===== config.mk =====
export PLATFORM = sky130hd
export DESIGN_NAME = alu_seq
export DESIGN_NICKNAME = d
export VERILOG_FILES = /design/src/rtl/alu_pkg.sv /design/src/rtl/alu_iter_unit.sv /design/src/rtl/alu_seq.sv
export SDC_FILE = /design/constraint.sdc
export NUM_CORES = 1
export LEC_CHECK = 0
export ABC_AREA = 1
export CORE_MARGIN = 2
export CORE_UTILIZATION = 48
export DETAILED_ROUTE_END_ITERATION = 7
export GPL_TIMING_DRIVEN = 0
export PLACE_DENSITY = 0.66
export SYNTH_ARGS = -nofsm -noshare
export SYNTH_HDL_FRONTEND = slang
export SYNTH_SLANG_ARGS = --single-unit

===== constraint.sdc =====
create_clock -name clk -period 3.6 [get_ports clk]
set_input_delay 0.72 -clock clk [delete_from_list [all_inputs] [get_ports clk]]
set_output_delay 0.72 -clock clk [all_outputs]
set_load 0.02 [all_outputs]

===== src/rtl/alu_pkg.sv =====
// Shared definitions for the sequential ALU.
// Holds the 3-bit opcode encoding used by the control unit and the
// two-state FSM encoding of the iterative engine.
package alu_pkg;

  localparam logic [2:0] OP_FWD = 3'b000;  // result = data2
  localparam logic [2:0] OP_ADD = 3'b001;
  localparam logic [2:0] OP_AND = 3'b010;
  localparam logic [2:0] OP_OR  = 3'b011;
  localparam logic [2:0] OP_SUB = 3'b100;  // data1 - data2
  localparam logic [2:0] OP_SLL = 3'b101;
  localparam logic [2:0] OP_MUL = 3'b110;  // low half of unsigned product
  localparam logic [2:0] OP_SRA = 3'b111;

  typedef enum logic {
    ST_IDLE = 1'b0,
    ST_BUSY = 1'b1
  } state_t;

endpackage


===== src/rtl/alu_iter_unit.sv =====
// Iterative shift / multiply engine for alu_seq.
// Ports:
//   clk, reset   : clock, asynchronous active-high reset
//   start        : load operands and the iteration counter
//   op           : OP_SLL, OP_SRA or OP_MUL (sampled on start)
//   a, b         : operands (b is the multiplier for OP_MUL)
//   amt          : shift amount (sampled on start)
//   step         : advance one bit position this clock
//   done         : combinational, high on the step that finishes the op
//   result       : value after the current step; valid while done is high
module alu_iter_unit
  import alu_pkg::*;
#(
  parameter int DATA_W = 8,
  parameter int SH_W   = $clog2(DATA_W)
) (
  input  logic              clk,
  input  logic              reset,
  input  logic              start,
  input  logic [2:0]        op,
  input  logic [DATA_W-1:0] a,
  input  logic [DATA_W-1:0] b,
  input  logic [SH_W-1:0]   amt,
  input  logic              step,
  output logic              done,
  output logic [DATA_W-1:0] result
);

  // One extra bit so the counter can hold DATA_W for a multiply.
  localparam int CNT_W = SH_W + 1;

  logic [2:0]        op_q;
  logic [CNT_W-1:0]  cnt;
  logic [DATA_W-1:0] acc, mcand, mplier;
  logic [DATA_W-1:0] acc_next, mcand_next, mplier_next;

  always_comb begin
    // NOTE: every variable gets a default first so no path leaves it unassigned (no latch).
    acc_next    = acc;
    mcand_next  = mcand;
    mplier_next = mplier;
    case (op_q)
      OP_SLL: acc_next = acc << 1;
      OP_SRA: acc_next = {acc[DATA_W-1], acc[DATA_W-1:1]};
      OP_MUL: begin
        // Shift-add: partial products beyond DATA_W fall off the top of mcand.
        acc_next    = acc + (mplier[0] ? mcand : '0);
        mcand_next  = mcand << 1;
        mplier_next = mplier >> 1;
      end
      default: acc_next = acc;
    endcase
  end

  assign done   = step && (cnt == CNT_W'(1));
  assign result = acc_next;

  // NOTE: sequential state uses non-blocking assignments so all registers update together.
  always_ff @(posedge clk or posedge reset) begin
    if (reset) begin
      op_q   <= OP_FWD;
      cnt    <= '0;
      acc    <= '0;
      mcand  <= '0;
      mplier <= '0;
    end else if (start) begin
      op_q <= op;
      if (op == OP_MUL) begin
        acc    <= '0;
        mcand  <= a;
        mplier <= b;
        cnt    <= CNT_W'(DATA_W);
      end else begin
        acc    <= a;
        mcand  <= '0;
        mplier <= '0;
        cnt    <= {1'b0, amt};
      end
    end else if (step) begin
      acc    <= acc_next;
      mcand  <= mcand_next;
      mplier <= mplier_next;
      cnt    <= cnt - CNT_W'(1);
    end
  end

endmodule


===== src/rtl/alu_seq.sv =====
// Registered multi-cycle ALU between the register file read ports and the
// write-back mux. FWD/ADD/AND/OR/SUB (and shifts by zero) finish on the
// accept edge; SLL/SRA/MUL run in alu_iter_unit while the FSM is BUSY.
// Optional macro ALU_FLAGS_EN adds registered CARRY and OVF outputs.
// Ports:
//   clk, reset          : clock, asynchronous active-high reset
//   in_valid / in_ready : request handshake (in_ready = state is IDLE)
//   select              : opcode (see alu_pkg)
//   data1, data2        : operands; shift amount is data2[SH_W-1:0]
//   result, zero        : registered result and result==0 flag
//   out_valid           : one-cycle strobe marking a new result
//   carry, ovf          : (ALU_FLAGS_EN only) ADD/SUB flags
module alu_seq
  import alu_pkg::*;
#(
  parameter int DATA_W = 8,
  parameter int SH_W   = $clog2(DATA_W)
) (
  input  logic              clk,
  input  logic              reset,
  input  logic              in_valid,
  output logic              in_ready,
  input  logic [2:0]        select,
  input  logic [DATA_W-1:0] data1,
  input  logic [DATA_W-1:0] data2,
  output logic [DATA_W-1:0] result,
  output logic              zero,
  output logic              out_valid
`ifdef ALU_FLAGS_EN
  , output logic            carry
  , output logic            ovf
`endif
);

  state_t            state;
  logic              accept, iter_op, iter_done;
  logic [SH_W-1:0]   amt;
  logic [DATA_W-1:0] sc_result, iter_result;

  assign in_ready = (state == ST_IDLE);
  assign accept   = in_valid && in_ready;
  assign amt      = data2[SH_W-1:0];
  // A shift by zero has nothing to iterate and completes like a simple op.
  assign iter_op  = (select == OP_MUL) ||
                    (((select == OP_SLL) || (select == OP_SRA)) && (amt != '0));

  always_comb begin
    sc_result = data2;
    case (select)
      OP_FWD:  sc_result = data2;
      OP_ADD:  sc_result = data1 + data2;
      OP_AND:  sc_result = data1 & data2;
      OP_OR:   sc_result = data1 | data2;
      OP_SUB:  sc_result = data1 - data2;
      default: sc_result = data1;  // SLL/SRA by zero
    endcase
  end

`ifdef ALU_FLAGS_EN
  logic [DATA_W:0] add_full, sub_full;
  logic            sc_carry, sc_ovf;

  always_comb begin
    add_full = {1'b0, data1} + {1'b0, data2};
    sub_full = {1'b0, data1} + {1'b0, ~data2} + (DATA_W+1)'(1);
    sc_carry = 1'b0;
    sc_ovf   = 1'b0;
    if (select == OP_ADD) begin
      sc_carry = add_full[DATA_W];
      sc_ovf   = (data1[DATA_W-1] == data2[DATA_W-1]) &&
                 (add_full[DATA_W-1] != data1[DATA_W-1]);
    end else if (select == OP_SUB) begin
      sc_carry = sub_full[DATA_W];  // set when no borrow
      sc_ovf   = (data1[DATA_W-1] != data2[DATA_W-1]) &&
                 (sub_full[DATA_W-1] != data1[DATA_W-1]);
    end
  end
`endif

  alu_iter_unit #(
    .DATA_W (DATA_W),
    .SH_W   (SH_W)
  ) u_iter (
    .clk    (clk),
    .reset  (reset),
    .start  (accept && iter_op),
    .op     (select),
    .a      (data1),
    .b      (data2),
    .amt    (amt),
    .step   (state == ST_BUSY),
    .done   (iter_done),
    .result (iter_result)
  );

  always_ff @(posedge clk or posedge reset) begin
    if (reset) begin
      state     <= ST_IDLE;
      result    <= '0;
      zero      <= 1'b1;
      out_valid <= 1'b0;
`ifdef ALU_FLAGS_EN
      carry     <= 1'b0;
      ovf       <= 1'b0;
`endif
    end else begin
      out_valid <= 1'b0;
      case (state)
        ST_IDLE: begin
          if (accept) begin
            if (iter_op) begin
              state <= ST_BUSY;
            end else begin
              result    <= sc_result;
              zero      <= (sc_result == '0);
              out_valid <= 1'b1;
`ifdef ALU_FLAGS_EN
              carry     <= sc_carry;
              ovf       <= sc_ovf;
`endif
            end
          end
        end
        ST_BUSY: begin
          if (iter_done) begin
            state     <= ST_IDLE;
            result    <= iter_result;
            zero      <= (iter_result == '0);
            out_valid <= 1'b1;
`ifdef ALU_FLAGS_EN
            carry     <= 1'b0;
            ovf       <= 1'b0;
`endif
          end
        end
        default: state <= ST_IDLE;
      endcase
    end
  end

endmodule


==> impl_metrics.env <==
export IMPL_cts_max_path_buffers=2
export IMPL_fin_tns_setup_ns=0
export IMPL_setup_viol_count_final=0
export IMPL_first_iter_violations=213
export IMPL_ys_ff_latch=42
export IMPL_seqPwrFrac=0.275
export IMPL_cp_num_buf_inv=4
export IMPL_fin_crit_sh=0.9514
export IMPL_num_vias=3751
export IMPL_ys_types=39
export IMPL_path_class="input port to flip-flop"
export IMPL_die_x_microns=90.93
export IMPL_skew_ns=0.01225
export IMPL_yosys_area_top_type="dfrtp_1"
export IMPL_fmax_ghz=0.2920
export IMPL_cellPowerDensity_mw_per_mm2=737.0
export IMPL_clk_pin_slew_ns=0.09
export IMPL_max_vdd_ir_drop_uv=240.7
export IMPL_dp_final_hpwl_microns=8136
export IMPL_cpMostUsedCell="nor2_1"
export IMPL_comb_power_share=0.601
export IMPL_drt_pass1_iterations=5
export IMPL_syn_inst=552
export IMPL_grt_pass1_vias=3536
export IMPL_cp_data_required_time_ns=3.84
export IMPL_placedInstanceArea_sq_mm=0.004051
export IMPL_syn_nets=596
export IMPL_place_gp_congestion=0.9128
export IMPL_power_internal_mw=1.629
export IMPL_post_route_util=0.5755
export IMPL_layout_nets=635
export IMPL_cp_max_fo=4
export IMPL_syn_area_sq_mm=0.003627
export IMPL_synth_async_reset_ratio=1.000
export IMPL_drv_cap=0
export IMPL_yosys_warnings=0
export IMPL_worstPathArrival_ns=3.67
export IMPL_final_common_cell="nand2_1"
export IMPL_grt_use_total=0.2544
export IMPL_crit_chain="clkdlybuf4s50_1 -> inv_2 -> ha_1 -> nand3_1 -> o31ai_4 -> xor2_1 -> inv_1 -> ha_1 -> a21oi_1 -> nand2_1 -> a21oi_2 -> inv_1 -> nand2_1 -> nand3_1 -> a21oi_2 -> nor2_1 -> nor2_1 -> nor2_1"
export IMPL_power_net_switching_mw=1.464
export IMPL_numPortBuffers=30
export IMPL_grt_overflow=0
export IMPL_cts_hold_buffers=0
export IMPL_grt_pass1_wl_microns=16930
export IMPL_max_slew_margin_rel=0.4108
export IMPL_hold_viol=0
export IMPL_p_leak_nw=2.198
export IMPL_num_io_pins=33
export IMPL_rows=31
export IMPL_worst_pin_slew_ns=0.8826
export IMPL_die_h_microns=90.93
export IMPL_slowest_delay_ns=0.48
export IMPL_htreeDepth=2
export IMPL_filler_cell_count=764
export IMPL_synth_main_ff_cell="dfrtp_1"
export IMPL_cts_sinks=42
export IMPL_min_path_type="flip-flop to flip-flop"
export IMPL_core_region_area_sq_mm=0.007292
export IMPL_wl_per_cell_microns=14.83
export IMPL_initial_core_util=0.4974
export IMPL_tritoncts="done"
export IMPL_routed_via_density=5.428
export IMPL_clk_latency_ns=0.30
export IMPL_yosys_top_cells_area="dfrtp_1 28%, nand2_1 16%, inv_1 9.7%"
export IMPL_critPathLaunchType="input port"
export IMPL_grt_max_degree=43
export IMPL_syn_avg_cell_area_sq_um=6.571
export IMPL_dieArea_sq_mm=0.008268
export IMPL_endpoint_kind="flip-flop"
export IMPL_cts_root_buffer="clkbuf_8"
export IMPL_drive_above_1_share=0.07770
export IMPL_crit_slowest_cell="clkdlybuf4s50_1"
export IMPL_drv_slew=0
export IMPL_fin_area_sq_mm=0.004197
export IMPL_area_growth_syn_to_layout_pct=15.69
export IMPL_ant_nets=0
export IMPL_grt_setup_unrepaired="false"
export IMPL_synth_top_cell_area_share=0.2829
export IMPL_synth_edff_count=0
export IMPL_status="completed"
export IMPL_numCtsBuffers=5
export IMPL_fin_total_pwr_mw=3.093
export IMPL_pwr_share_clk=0.124
export IMPL_ys_seq_area_frac=0.2901
export IMPL_antenna_found_initial=0
export IMPL_final_cell_mix="153 x nand2_1, 91 x inv_1, 54 x nand3_1, 42 x nor2_1, 41 x dfrtp_1"
export IMPL_crit_family="compound AO/OA/AOI/OAI gates"
export IMPL_wl_microns=10250
export IMPL_diodes=0
export IMPL_drc_errors=0
export IMPL_p_sw_frac=0.4733
export IMPL_finalCriticalPeriod_ns=3.425
## power by group through the flow
stage / Clock, mW / Sequential, mW / Combinational (mW)
after floorplan: 0 / 0.887 / 1.29
after global placement: 0 / 0.856 / 1.81
after detailed placement: 0 / 0.858 / 1.84
after CTS: 0.385 / 0.848 / 1.85
after global routing: 0.400 / 0.879 / 2.10
final: 0.384 / 0.850 / 1.86
## final cells by class
class | count | area (sq um) | area share
Multi-Input combinational cell | 394 | 2097 | 0.4997
Sequential cell | 42 | 1052 | 0.2507
Inverter | 102 | 382.9 | 0.09123
Timing Repair Buffer | 32 | 317.8 | 0.07573
Tap cell | 99 | 123.9 | 0.02952
Buffer | 14 | 116.4 | 0.02773
Clock buffer | 7 | 76.32 | 0.01819
Clock inverter | 1 | 30.03 | 0.007156
## state kept, by name (all words and copies together) (netlist names)
name           count
u_iter.op_q        3
result             8
zero               1
u_iter.acc         8
state              1
u_iter.cnt         4
u_iter.mcand       8
u_iter.mplier      8
out_valid          1
## cell usage after synthesis (2+ instances only)
cell      count
o21ai_1       4
ha_1         20
nor2_1       42
o31ai_1       2
a21oi_1      22
o21ai_0      33
o221ai_1      9
nand4_1       8
nand3_1      54
nand2_1     153
dfrtp_1      41
o21a_1        3
buf_2         3
or2_2         2
inv_2         8
a21oi_2       2
clkbuf_1      2
xor2_1        5
a31oi_1       2
o22ai_1      12
buf_6         6
nand2_2       3
fa_1          2
nand3b_1      2
inv_1        94
o211ai_1      5
## kinds of logic (layout without fill, tap and decap cells)
kind of cell	Yosys count	after routing	share of synthesized area
AO/OA/AOI/OAI	99	99	0.1673
XOR/XNOR	6	6	0.01449
flip-flops	42	42	0.2901
adder cells (fa/ha/maj)	22	22	0.08003
AND/OR/NAND/NOR	267	267	0.3105
buffers and inverters	116	156	0.1376
## per-layer routing
layer	global-route usage	routed length [microns]	up-vias	part of all wire
met3	0.02407	424	17	0.041
li1	-	-	1869	-
met4	0.07071	194	0	0.019
met2	0.4469	4943	106	0.48
met5	0	0	-	0
met1	0.3335	4683	1759	0.46
## path summary, 6_finish.rpt
check                                 start  cells after the start  slack [ns]             to
setup / recovery                   data2[0]                     18        0.17           zero
hold / removal                    result[3]                      1        0.50      result[3]
setup reg to reg           u_iter.mplier[0]                     15        1.11           zero
hold reg to reg                   result[3]                      1        0.50      result[3]
max in group asynchronous             reset                      2        2.12      result[2]
min in group asynchronous             reset                      2        0.92  u_iter.acc[7]
## what timing repair did
action	in CTS	in global routing
pin swaps	0	2
setup buffers	0	2
gates cloned	0	0
endpoints found under the hold margin	0	0
endpoints found under the setup margin	2	2
resized for setup	1	6
## stage by stage
stage	worst slack, ns	std cells	hold slack, ns
finish	0.1748	691	0.5002
CTS	0.01091	689	0.4996
detailed placement	-0.3920	681	0.4782
global placement	-0.3878	681	0.4769
global route	0.006503	691	0.5250
floorplan	0.8308	552	0.4635
Note: power is estimated with default switching activity, not from simulation.
